`src/rtl/song_reader_pkg.sv`:
```
// song_reader_pkg: shared widths, state encoding and end-of-song marker for the song sequencer
package song_reader_pkg;
  localparam int NOTE_W = 6;
  localparam int DUR_W = 6;
  localparam int IDX_W = 5;
  localparam int DATA_W = NOTE_W + DUR_W;
  localparam logic [DUR_W-1:0] END_MARKER = '0;
  localparam logic [IDX_W-1:0] IDX_MAX = '1;
  typedef enum logic [2:0] {
    S_IDLE  = 3'd0,
    S_FETCH = 3'd1,
    S_DATA  = 3'd2,
    S_WAIT  = 3'd3,
    S_NEXT  = 3'd4,
    S_END   = 3'd5
  } state_t;
endpackage

```
`src/rtl/song_rom.sv`:
```
// song_rom: 128x12 registered ROM, address {song_i, idx_i}, data_o = {note, duration} one cycle later
module song_rom
  import song_reader_pkg::*;
(
  input  logic              clk,
  input  logic [1:0]        song_i,
  input  logic [IDX_W-1:0]  idx_i,
  output logic [DATA_W-1:0] data_o
);
  logic [DATA_W-1:0] data_d;
  // Unlisted entries of songs 0-2 read as all-zero, i.e. the end marker.
  // Song 3 fills all 32 slots so it ends on the last index, not on a marker.
  always_comb begin
    data_d = '0;
    case ({song_i, idx_i})
      {2'd0, 5'd0}: data_d = {6'd1, 6'd4};
      {2'd0, 5'd1}: data_d = {6'd2, 6'd3};
      {2'd1, 5'd0}: data_d = {6'd5, 6'd2};
      {2'd1, 5'd1}: data_d = {6'd0, 6'd3};
      {2'd1, 5'd2}: data_d = {6'd7, 6'd1};
      {2'd2, 5'd0}: data_d = {6'd10, 6'd1};
      {2'd2, 5'd1}: data_d = {6'd11, 6'd2};
      default: data_d = song_i == 2'd3 ? {NOTE_W'(idx_i) + NOTE_W'(1), DUR_W'(idx_i[1:0]) + DUR_W'(1)} : '0;
    endcase
  end
  always_ff @(posedge clk) data_o <= data_d;
endmodule

```
`src/rtl/song_reader.sv`:
```
// song_reader: steps through a song in song_rom and hands {note, duration} to the note player
// Ports: clk; reset/restart sync clears; play gates advancing; song selects ROM bank;
// note_done from player; new_note/song_done 1-cycle pulses; note/duration held outputs.
module song_reader
  import song_reader_pkg::*;
(
  input  logic              clk,
  input  logic              reset,
  input  logic              restart,
  input  logic              play,
  input  logic [1:0]        song,
  input  logic              note_done,
  output logic              new_note,
  output logic [NOTE_W-1:0] note,
  output logic [DUR_W-1:0]  duration,
  output logic              song_done
);
  state_t state_q, state_d;
  logic [IDX_W-1:0] idx_q, idx_d;
  logic [NOTE_W-1:0] note_q, note_d;
  logic [DUR_W-1:0] dur_q, dur_d;
  logic new_note_q, new_note_d, song_done_q, song_done_d;
  logic [DATA_W-1:0] rom_data;
  logic [NOTE_W-1:0] rom_note;
  logic [DUR_W-1:0] rom_dur;
  logic last;
  // The ROM is addressed every cycle; the value captured at the FETCH->DATA edge is the one used.
  song_rom u_rom (
    .clk    (clk),
    .song_i (song),
    .idx_i  (idx_q),
    .data_o (rom_data)
  );
  assign rom_note = rom_data[DATA_W-1:DUR_W];
  assign rom_dur = rom_data[DUR_W-1:0];
  assign last = idx_q == IDX_MAX;
  always_comb begin
    state_d = state_q;
    idx_d = idx_q;
    note_d = note_q;
    dur_d = dur_q;
    new_note_d = 1'b0;
    song_done_d = 1'b0;
    case (state_q)
      S_IDLE:  state_d = play ? S_FETCH : S_IDLE;
      S_FETCH: state_d = S_DATA;
      S_DATA: begin
        song_done_d = rom_dur == END_MARKER;
        new_note_d = rom_dur != END_MARKER;
        note_d = rom_dur == END_MARKER ? note_q : rom_note;
        dur_d = rom_dur == END_MARKER ? dur_q : rom_dur;
        state_d = rom_dur == END_MARKER ? S_END : S_WAIT;
      end
      S_WAIT: begin
        song_done_d = note_done && last;
        idx_d = note_done && !last ? idx_q + 1'b1 : idx_q;
        state_d = !note_done ? S_WAIT : last ? S_END : S_NEXT;
      end
      S_NEXT:  state_d = play ? S_FETCH : S_NEXT;
      S_END:   state_d = S_END;
      default: state_d = S_IDLE;
    endcase
  end
  always_ff @(posedge clk) begin
    if (reset || restart) begin
      state_q <= S_IDLE;
      idx_q <= '0;
      note_q <= '0;
      dur_q <= '0;
      new_note_q <= 1'b0;
      song_done_q <= 1'b0;
    end else begin
      state_q <= state_d;
      idx_q <= idx_d;
      note_q <= note_d;
      dur_q <= dur_d;
      new_note_q <= new_note_d;
      song_done_q <= song_done_d;
    end
  end
  assign new_note = new_note_q;
  assign note = note_q;
  assign duration = dur_q;
  assign song_done = song_done_q;
endmodule

```
`config.mk`:
```
export PLATFORM = sky130hd
export DESIGN_NAME = song_reader
export DESIGN_NICKNAME = d
export VERILOG_FILES = /design/src/rtl/song_reader_pkg.sv /design/src/rtl/song_rom.sv /design/src/rtl/song_reader.sv
export SDC_FILE = /design/constraint.sdc
export NUM_CORES = 1
export LEC_CHECK = 0
export CAP_MARGIN = 40
export CORE_AREA = 4 4 56 58
export DETAILED_ROUTE_END_ITERATION = 10
export DIE_AREA = 0 0 60 62
export HOLD_SLACK_MARGIN = 0.12
export MAX_ROUTING_LAYER = met4
export PLACE_DENSITY = 0.81
export SLEW_MARGIN = 25
export SYNTH_ARGS = -nofsm -noshare
export SYNTH_HDL_FRONTEND = slang
export SYNTH_HIERARCHICAL = 1
export SYNTH_SLANG_ARGS = --single-unit
```
`constraint.sdc`:
```
create_clock -name clk -period 4.61 [get_ports clk]
set_clock_uncertainty 0.15 [all_clocks]
set_input_delay 0.6915 -clock clk [delete_from_list [all_inputs] [get_ports clk]]
set_output_delay 0.6915 -clock clk [all_outputs]
set_load 0.005 [all_outputs]
```
# == After elaboration in Yosys (flattened, before gate mapping) ==
# Index checks and enable logic that the tools add are counted.
# classes
eq_ne,13
bitwise_logic,2
muxes,9
addsub,3
n_reduce_logical,11
# ops
operator,n
one-hot mux 12 bit (7 select lines),1
"== test 7 x 6 -> 1 bit, second input constant",3
one-hot mux 3 bit (6 select lines),1
"== test 7 bit, second input constant",2
2-to-1 mux 12 bit,1
2-to-1 mux 3 bit,3
"== test 7 x 1 -> 1 bit, second input constant",1
logical NOT 7 bit,1
"adder 5 x 1 -> 6 bit, second input constant",1
"== test 3 x 2 -> 1 bit, second input constant",2
"== test 3 bit, second input constant",2
logical NOT 6 bit,1
nonzero test 6 bit,1
"adder 5 x 1 -> 5 bit, second input constant",1
"== test 5 bit, second input constant",1
AND reduction 2 bit,2
"adder 2 x 1 -> 3 bit, second input constant",1
"== test 3 x 1 -> 1 bit, second input constant",1
logical NOT 3 bit,1
"== test 2 bit, second input constant",1
logical AND 1 bit,2
2-to-1 mux 1 bit,2
inverter 1 bit,2
one-hot mux 1 bit (2 select lines),1
other kinds (3),3
# totals
reg_bits,34
elab_cells,45
input_bits,7

# == Longest topological paths before layout ==
# depth
depth_word,4
ltp_mapped,7
mapped_depth_nobuf,6

# == By module ==
# The synthesis kept the hierarchy.
# by_module_without_submodules
module,instances,area_each_um2,cells_each
song_reader,1,982.2,112
song_rom,1,488.0,55

# == Worst setup path after synthesis ==
# No wires, ideal clock.
# synth_path
kind,flip-flop to flip-flop
from,register idx_q[0]
to,register idx_q[2]
path_stages_with_launch,7
arrival_time_ps,1680
required_time_ps,4390
setup_ps,70
path_slack_ps,2710
n_path_buf,1
synth_period_minus_slack_ps,1900
path_cell_list,dfxtp_1 -> ha_1 -> and3_1 -> ha_1 -> clkbuf_1 -> or4_1 -> a21oi_1
# synth_between
elab_chain_len,4
word_cells_on_any_way,5
cone_classes,add/sub (1); eq/ne (1); reduce/logical (3)
# synth_lines
element,line_no,source
"start, declared",song_reader.sv:19,"logic [IDX_W-1:0] idx_q, idx_d;"
"start signal, assigned",song_reader.sv:74,idx_q <= idx_d;
"parallel branches: the longest is 4 deep, another holds adder 5 x 1 -> 5 bit",--,
# Several ways; the timed one is not identified.
# A chain may end at the register's enable or synchronous reset.

# == Worst setup path after layout ==
# layout_path
from,input note_done
to,register idx_q[3]
# layout_between
elab_chain_len,2
# layout_lines
element,line_no,source
"start, declared",song_reader.sv:12,"input logic note_done,"
logical AND 1 bit,song_reader.sv:56,idx_d = note_done && !last ? idx_q + 1'b1 : idx_q;
AND reduction 2 bit (no line),--,
# Every way passes these cells.

==> reports/results.txt <==
Run status: complete, no violations
Mapped Area: 1470 sq um
Sw power: 107 uW
Final std cells w/o fill: 217
Worst Path Required: 4.71 ns
Largest delay contributor family on the critical path: simple AND/OR/NAND/NOR gates
Final HPWL DP: 2020 microns
Crit path largest cell delay: 0.55 ns
Worst setup path startpoint: note_done
Core ar.: 2660 sq um
Number of cells on the worst hold path: 2
Hold_buf cts: 0
Total Routing Usage GR: 0.165
Clock buffer depth: 2
Slew Viols, Final: 0
MaxCap Viol Count: 0
Pint: 341 uW
IO Port Bufs: 20
Cell Rows: 19
Worst setup EP type: flip-flop
Total CTS buffers: 5
Sw frac: 0.239
DIE WIDTH: 60 microns
Post-Syn Area per Cell: 8.80 sq um
Clock-pin slew on the worst setup and hold paths: 0.09 ns
Ys Warns: 6
Setup Crit Path Kind: input pin to flip-flop
Clk sinks: 31
Fillers: 238
Leakage Power: 0.000593 uW
TritonCTS clock tree: built
Final min period: 2.09 ns
RSZ-0062 raised after global routing: no
Combinational Power Share: 0.062
Share of power burned in registers: 0.616
First-pass GRT wire length: 4570 microns
Post-Synthesis Cells: 167
Drt initial violations: 44
Vias in the first global route: 1079
Max H-tree Level: 2
Grt total ovfl: 0
Tcrit/Tclk final: 0.454
Hold wc startpoint: u_rom/data_o[7]
# setup viols final: 0
Placed Instances: 209
Routed WL per cell: 12.9 microns
Layout cells sized above 1: 0.0914
Total wire length: 2800 microns
Starting Density: 0.552
Main area contributors after synthesis: dfxtp_1 (42%), nand3_1 (7.5%), nand2_1 (6.6%)
Area grow syn2layout: 16.3%
Die Area: 3720 sq um
CTS root buf: clkbuf_4
Worst r2r src: idx_q[0]
First drt pass iteration count: 5
Synth Register Bits: 31
Cell Area, Placed: 1660 sq um
Remaining DRCs: 0
Postcts setup bufs: 0
Seq/Total Area, Yosys: 0.422
Buf/Inv on CP: 1
Slowest stage cell, crit path: or4_1
Clk network pwr share: 0.322
Power Dens Cells: 262 nW/um^2
Nets: 198
Die height: 62 microns
Worst Path Max Fanout: 8
Hold Vio Cnt, Final: 0
Library cells used by synthesis: 45
Via count: 1227
Design Area, Final: 1710 sq um
Setup TNS Final: 0 ns
Post-synth EDFFs: 0
Top cell type's share of synthesized area: 0.422
Hold/Removal Path Class: flip-flop to flip-flop
Register-to-Register Path Depth: 5
WP depth: 4
Crit-path cells: clkdlybuf4s50_1 > nand4b_1 > or4_1 > a21oi_1
Gp weighted congestion: 0.819
Worst-Skew Late Latency: 0.31 ns
Post-route ant nets: 0
Worst EP arrival: 2.19 ns
Fmax: 0.478 GHz
Ys async rst share: 0
Largest net degree at the start of global routing: 26
Vias per std cell: 5.65
Initial antenna violation count: 0
Post-CTS sizing: 0
N_diodes: 0
Cell taking the most area after synthesis: dfxtp_1
Fin util: 0.642
Primary FF master, synth: dfxtp_1
Startpoint types: input pin
I/O Pins: 21
Max VDD drop: 0.000185 V
## final timing paths
| kind | end | slack [ns] |
|---|---|---|
| min reg2reg | note[1] | 0.30 |
| min | note[1] | 0.30 |
| max reg2reg | idx_q[3] | 2.57 |
| max | idx_q[3] | 2.52 |
## registers in the layout (all words and copies together) (netlist names)
signal        cells
u_rom/data_o      9
duration          6
note              6
idx_q             5
state_q           3
new_note          1
song_done         1
## power groups by stage
| stage | combinational (uW) | sequential, uW | clock, uW |
|---|---|---|---|
| CTS | 27.3 | 276 | 148 |
| detailed placement | 27.3 | 282 | 0 |
| floorplan | 20.9 | 281 | 0 |
| global route | 30.4 | 277 | 163 |
| finish | 27.8 | 276 | 144 |
| global placement | 26.7 | 282 | 0 |
## metrics by stage
step           power [uW]  hold WS, ns  setup slack [ns]
2_1_floorplan         302        0.273              2.71
3_3_place_gp          309        0.280              2.29
3_5_place_dp          310        0.286              2.21
4_1_cts               451        0.300              2.55
5_1_grt               470        0.317              2.39
6_report              448        0.298              2.52
## per-layer routing
layer / vias to the layer above / wire, microns / track usage
met5: - / 0 / -
met4: 0 / 9 / 0.0380
met3: 2 / 163 / 0.0496
met2: 32 / 1340 / 0.262
met1: 568 / 1290 / 0.206
li1: 625 / - / -
## placed cells by master, fill, tap and decap left out, types with 2 or more instances in the layout
cell type | Yosys | routed
clkdlybuf4s50_1 | 0 | 20
inv_1 | 6 | 6
a31oi_1 | 2 | 2
mux2i_1 | 6 | 6
nand2_1 | 26 | 26
nor3_1 | 2 | 2
nand3_1 | 22 | 22
nor2_1 | 2 | 2
dfxtp_1 | 31 | 31
o31ai_1 | 3 | 3
a21oi_1 | 6 | 6
o21ai_1 | 2 | 2
clkinv_2 | 0 | 3
or3_1 | 2 | 2
clkbuf_4 | 0 | 5
ha_1 | 6 | 6
xor2_1 | 2 | 2
o21ai_0 | 9 | 9
conb_1 | 1 | 3
or4_1 | 3 | 3
## worst register-to-register path: stages, from the launching register on
cell,delay [ns]
dfxtp_1,0.42
ha_1,0.26
and3_1,0.18
ha_1,0.28
or4_1,0.54
a21oi_1,0.15
## logic make-up (layout without fill, tap and decap cells)
group / count (synthesis) / after routing / share of synthesized area
fa+ha+maj: 6 / 6 / 0.0511
buf+inv: 18 / 35 / 0.0604
other cells: 1 / 3 / 0.00255
flops: 31 / 31 / 0.422
simple gates: 73 / 73 / 0.279
xor+xnor: 2 / 2 / 0.0119
mux: 6 / 6 / 0.0409
compound gates: 30 / 30 / 0.132
## area by class of cell
cell class / count / area, sq um / share of cell area
multi-input combinational: 120 / 768 / 0.449
inverter: 6 / 22.5 / 0.0132
clock buffer: 5 / 37.5 / 0.0219
clock inverter: 3 / 15.0 / 0.00878
tap: 31 / 38.8 / 0.0227
sequential: 31 / 621 / 0.363
timing repair buffer: 21 / 208 / 0.121
## synthesized netlist by cell type (2+ instances only)
| cell type | n |
|---|---|
| a31oi_1 | 2 |
| xor2_1 | 2 |
| o21ai_1 | 2 |
| nand3_1 | 22 |
| mux2i_1 | 6 |
| nor3_1 | 2 |
| clkbuf_1 | 6 |
| or3_1 | 2 |
| nor2_1 | 2 |
| buf_2 | 2 |
| o21ai_0 | 9 |
| buf_4 | 3 |
| o31ai_1 | 3 |
| inv_1 | 6 |
| ha_1 | 6 |
| nand2_1 | 26 |
| or4_1 | 3 |
| dfxtp_1 | 31 |
| a21oi_1 | 6 |
Power figures use the tool's default switching activity.
==> variant 1 (same flow settings) <==
Re-encode `state_t` (6 states) as Gray code, 3 bits wide.
--- a/src/rtl/song_reader_pkg.sv
+++ b/src/rtl/song_reader_pkg.sv
@@ -7,12 +7,12 @@
   localparam logic [DUR_W-1:0] END_MARKER = '0;
   localparam logic [IDX_W-1:0] IDX_MAX = '1;
   typedef enum logic [2:0] {
-    S_IDLE  = 3'd0,
-    S_FETCH = 3'd1,
-    S_DATA  = 3'd2,
-    S_WAIT  = 3'd3,
-    S_NEXT  = 3'd4,
-    S_END   = 3'd5
+    S_IDLE  = 3'b000,
+    S_FETCH = 3'b001,
+    S_DATA  = 3'b011,
+    S_WAIT  = 3'b010,
+    S_NEXT  = 3'b110,
+    S_END   = 3'b111
   } state_t;
 endpackage
 
Check against the original RTL: no difference found for any inputs over 10 cycles, from zero or initial values; not proved beyond that.
==> variant 1 against the unedited design <==
Register-to-register slack better by 80 ps. Setup slack better by 65 ps. Sequential cell count unchanged. Synthesized area down 4.1%. Power up 6.5%. Cell area down 2.3%. Worst hold slack better by 16 ps. Sequential power about the same. Synthesized cell count down 8.4%. Routed wire length down 0.75%. First-iteration DRC count up 14%. Clock power up 21%.
==> variant 1: results (changes against the unedited design) <==
outcome: completed
FFs w/ async S/R, synth: 0% (unchanged)
first-pass GRT wire length: 4.66 mm (+2.1%)
Post-Synth Adder-Cell Area: 5.32% (+0.22 points)
pre-CTS setup slack: 2430 ps (+217 ps)
IO Port Bufs: 20 (unchanged)
Num CTS Buffers: 5 (unchanged)
slowest CP cell: clkdlybuf4s50_1
max frequency: 493 MHz (+3.2%)
Synth Area in Compound Gates: 10.6% (-2.5 points)
CP max FO: 2 (-6)
Detailed Routing Iterations Pass 1: 4 (-1)
CP delay by family, top: buffers and inverters
top_reg_cell synth: dfxtp_1
Leak: 0.585 nW (-1.4%)
placed cell count: 197 (-5.7%)
RePlAce Congestion: 0.861 (+5.2%)
total track usage: 17.7% (+1.2 points)
Net Sw Frac: 21.8% (-2.2 points)
Syn. warnings: 6 (unchanged)
initial antenna violation count: 0 (unchanged)
peak supply drop: 0.000214 V (+15%)
Non-Filler Instances: 205 (-5.5%)
Clock net power: 0.174 mW (+21%)
Seq/Total Area, Yosys: 44.0% (+1.8 points)
DP HPWL: 2.10 mm (+3.7%)
Hold Crit Class: flip-flop to flip-flop
main area contributors after synthesis: dfxtp_1, mux2i_1, ha_1, nor2_1, nand3_1
Largest stage delay, worst path: 510 ps (-40 ps)
Reg clk slew, reported paths: 90 ps (about the same)
R2R Setup Slk: 2650 ps (+80 ps)
share of layout cells above drive strength 1: 9.77% (+0.63 points)
Clock power frac: 36.4% (+4.2 points)
pin count of the biggest net entering global routing: 23 (-12%)
post-synth cell types: 40 (-11%)
Post-synth top cells: dfxtp_1, nor2_1, nand2_1, nand3_1, a21oi_1
fill count: 236 (-0.84%)
Root Buffer: clkbuf_4
vias in the first global route: 1087 (+0.74%)
Routed wire per std cell: 13.5 um (+5.1%)
Mean Syn Cell Area: 9.22 um^2 (+4.7%)
Post-DP Area: 1600 um^2 (-3.4%)
mux cell area share after synthesis: 5.68% (+1.6 points)
Synth-to-Final Area Change: 18.5%
Vias/cell: 5.46 (-3.4%)
critical path buffer and inverter count: 1 (unchanged)
Clock Latency Late Sink: 310 ps (about the same)
Setup Fix Bufs, Post-CTS: 0 (unchanged)
Seq power: 0.277 mW (about the same)
hold_ws: 313 ps (+15.5 ps)
nets: 186 (-6.1%)
violation count after the first detailed-route iteration: 50 (+14%)
Post-synth EDFFs: 0 (unchanged)
Arrival @ worst endpoint: 1190 ps (-1000 ps)
XOR/XNOR Fraction of Synth Area: 3.11% (+1.9 points)
## variant 1: cell types whose count changed after synthesis, sizes merged, moves of 3 or more
cell,before,now
a21oi,6,9
clkbuf,6,3
nand2,26,15
nand3,23,14
nor2,2,18
nor3,2,6
o21ai,11,3
or4,4,1
xnor2,0,3
## variant 1: layer usage
layer  up-vias  routed length [um]  global-route usage [%]
met5         -                   0                       -
met4         0                  42                    7.91
met3         4                 132                    5.17
met2        25                1430                    30.1
met1       521                1170                    19.0
li1        570                   -                       -
## variant 1: area by class of cell
type,instances,area share (%)
clock buffers,8,4.12
inverters,4,0.899
flip-flops and latches,31,37.2
multi-input cells,111,43.5
well taps,31,2.32
repair buffers,20,12.0
## variant 1: worst paths after layout
path,from,to,depth (start not counted)
max reg2reg,idx_q[0],idx_q[1],6
min reg2reg,duration[5],duration[5],2
min,duration[5],duration[5],2
max,note[3],note[3],1
==> variant 2 (config.mk and constraints unchanged) <==
Made on the original files. Set the package constant `DUR_W` to 12 (it was 6).
--- a/src/rtl/song_reader_pkg.sv
+++ b/src/rtl/song_reader_pkg.sv
@@ -1,7 +1,7 @@
 // song_reader_pkg: shared widths, state encoding and end-of-song marker for the song sequencer
 package song_reader_pkg;
   localparam int NOTE_W = 6;
-  localparam int DUR_W = 6;
+  localparam int DUR_W = 12;
   localparam int IDX_W = 5;
   localparam int DATA_W = NOTE_W + DUR_W;
   localparam logic [DUR_W-1:0] END_MARKER = '0;
Interface: changed (resized duration); port bits go from 21 to 27. The function was not compared with the original's and may differ.
==> variant 2 against the unedited design <==
Setup slack got worse by 170 ps. Combinational power increased by 23%. Routed wire length increased by 12%. Non-clock buffer count increased by 6. Global-route usage increased by 3.2 points. Sequential cell count increased by 10. Synthesized area increased by 21%. Fmax decreased by 7.4%. Cell area increased by 19%. Register-to-register slack got worse by 220 ps. Final cell count increased by 8.3%. Power increased by 26%. First-iteration DRC count increased by 75%. Worst hold slack improved by 25 ps. Highest routed layer unchanged.
==> variant 2: results (changes against the unedited design) <==
outcome: completed
max reg flops: 13 (+4)
share of layout cells above drive strength 1: 8.82% (-0.32 points)
Reg clk slew, reported paths: 120 ps (+30 ps)
Logic power comb: 0.0341 mW (+23%)
RePlAce Congestion: 0.843 (+2.9%)
Cells after Synth: 181 (+8.4%)
Routed wire per std cell: 13.3 um (+3.4%)
CP delay by family, top: simple AND/OR/NAND/NOR gates
Seq/Total Area, Yosys: 46.0% (+3.8 points)
fill count: 202 (-15%)
Worst Hold Depth: 2 (unchanged)
Leak: 0.812 nW (+37%)
grt met3 use: 5.58% (+0.62 points)
peak supply drop: 0.000244 V (+32%)
total track usage: 19.7% (+3.2 points)
Internal Power: 0.436 mW (+28%)
reg2reg path depth: 7 (+2)
Largest stage delay, worst path: 510 ps (-40 ps)
Clock Latency Late Sink: 350 ps (+40 ps)
Routed WL: 3.13 mm (+12%)
met1 WL: 1.45 mm (+13%)
Psw: 0.129 mW (+20%)
DP HPWL: 2.28 mm (+13%)
met3 wire len: 172 um (+5.5%)
highest routed layer: met4
met2 WL: 1.45 mm (+8.5%)
pre-CTS setup slack: 2110 ps (-99.8 ps)
nets: 216 (+9.1%)
Arrival @ worst endpoint: 2390 ps (+200 ps)
met1 GRT Util: 23.7% (+3.1 points)
main area contributors after synthesis: dfxtp_1, nor2_1, a22oi_2, mux2i_1, ha_1
first-pass GRT wire length: 5.27 mm (+15%)
placed cell count: 227 (+8.6%)
pin count of the biggest net entering global routing: 27 (+3.8%)
Post-DP Area: 1990 um^2 (+20%)
violation count after the first detailed-route iteration: 77 (+75%)
GR met2 Demand/Resource: 30.6% (+4.3 points)
Post-synth top cells: dfxtp_1, nor2_1, a22oi_2, mux2i_1, nand2_1
Clock power frac: 29.5% (-2.7 points)
via count: 1341 (+9.3%)
post-synth cell types: 43 (-4.4%)
Detailed Routing Iterations Pass 1: 4 (-1)
vias in the first global route: 1216 (+13%)
==> variant 2: cell type report <==
class / instances / area, um^2 / area share [%]
inverters: 2 / 7.51 / 0.369
clock buffers: 8 / 48.8 / 2.40
flip-flops and latches: 41 / 821 / 40.3
well taps: 31 / 38.8 / 1.91
repair buffers: 27 / 275 / 13.5
multi-input cells: 126 / 845 / 41.5
==> variant 2: cell families (layout without fill, tap and decap cells) <==
logic type,count (synthesis),in the layout,share of synthesized area (%)
compound gates,31,31,15.3
mux,8,8,4.49
flops,41,41,46.0
buf+inv,18,37,7.57
xor+xnor,5,5,2.45
fa+ha+maj,6,6,4.20
simple gates,71,71,19.8
other cells,1,5,0.210
==> variant 2: worst paths after layout <==
kind | from | to | slack (ps)
worst min-delay path | u_rom/data_o[17] | note[5] | 320
worst min register to register | u_rom/data_o[17] | note[5] | 320
worst max-delay path | idx_q[0] | idx_q[3] | 2350
worst max register to register | idx_q[0] | idx_q[3] | 2350
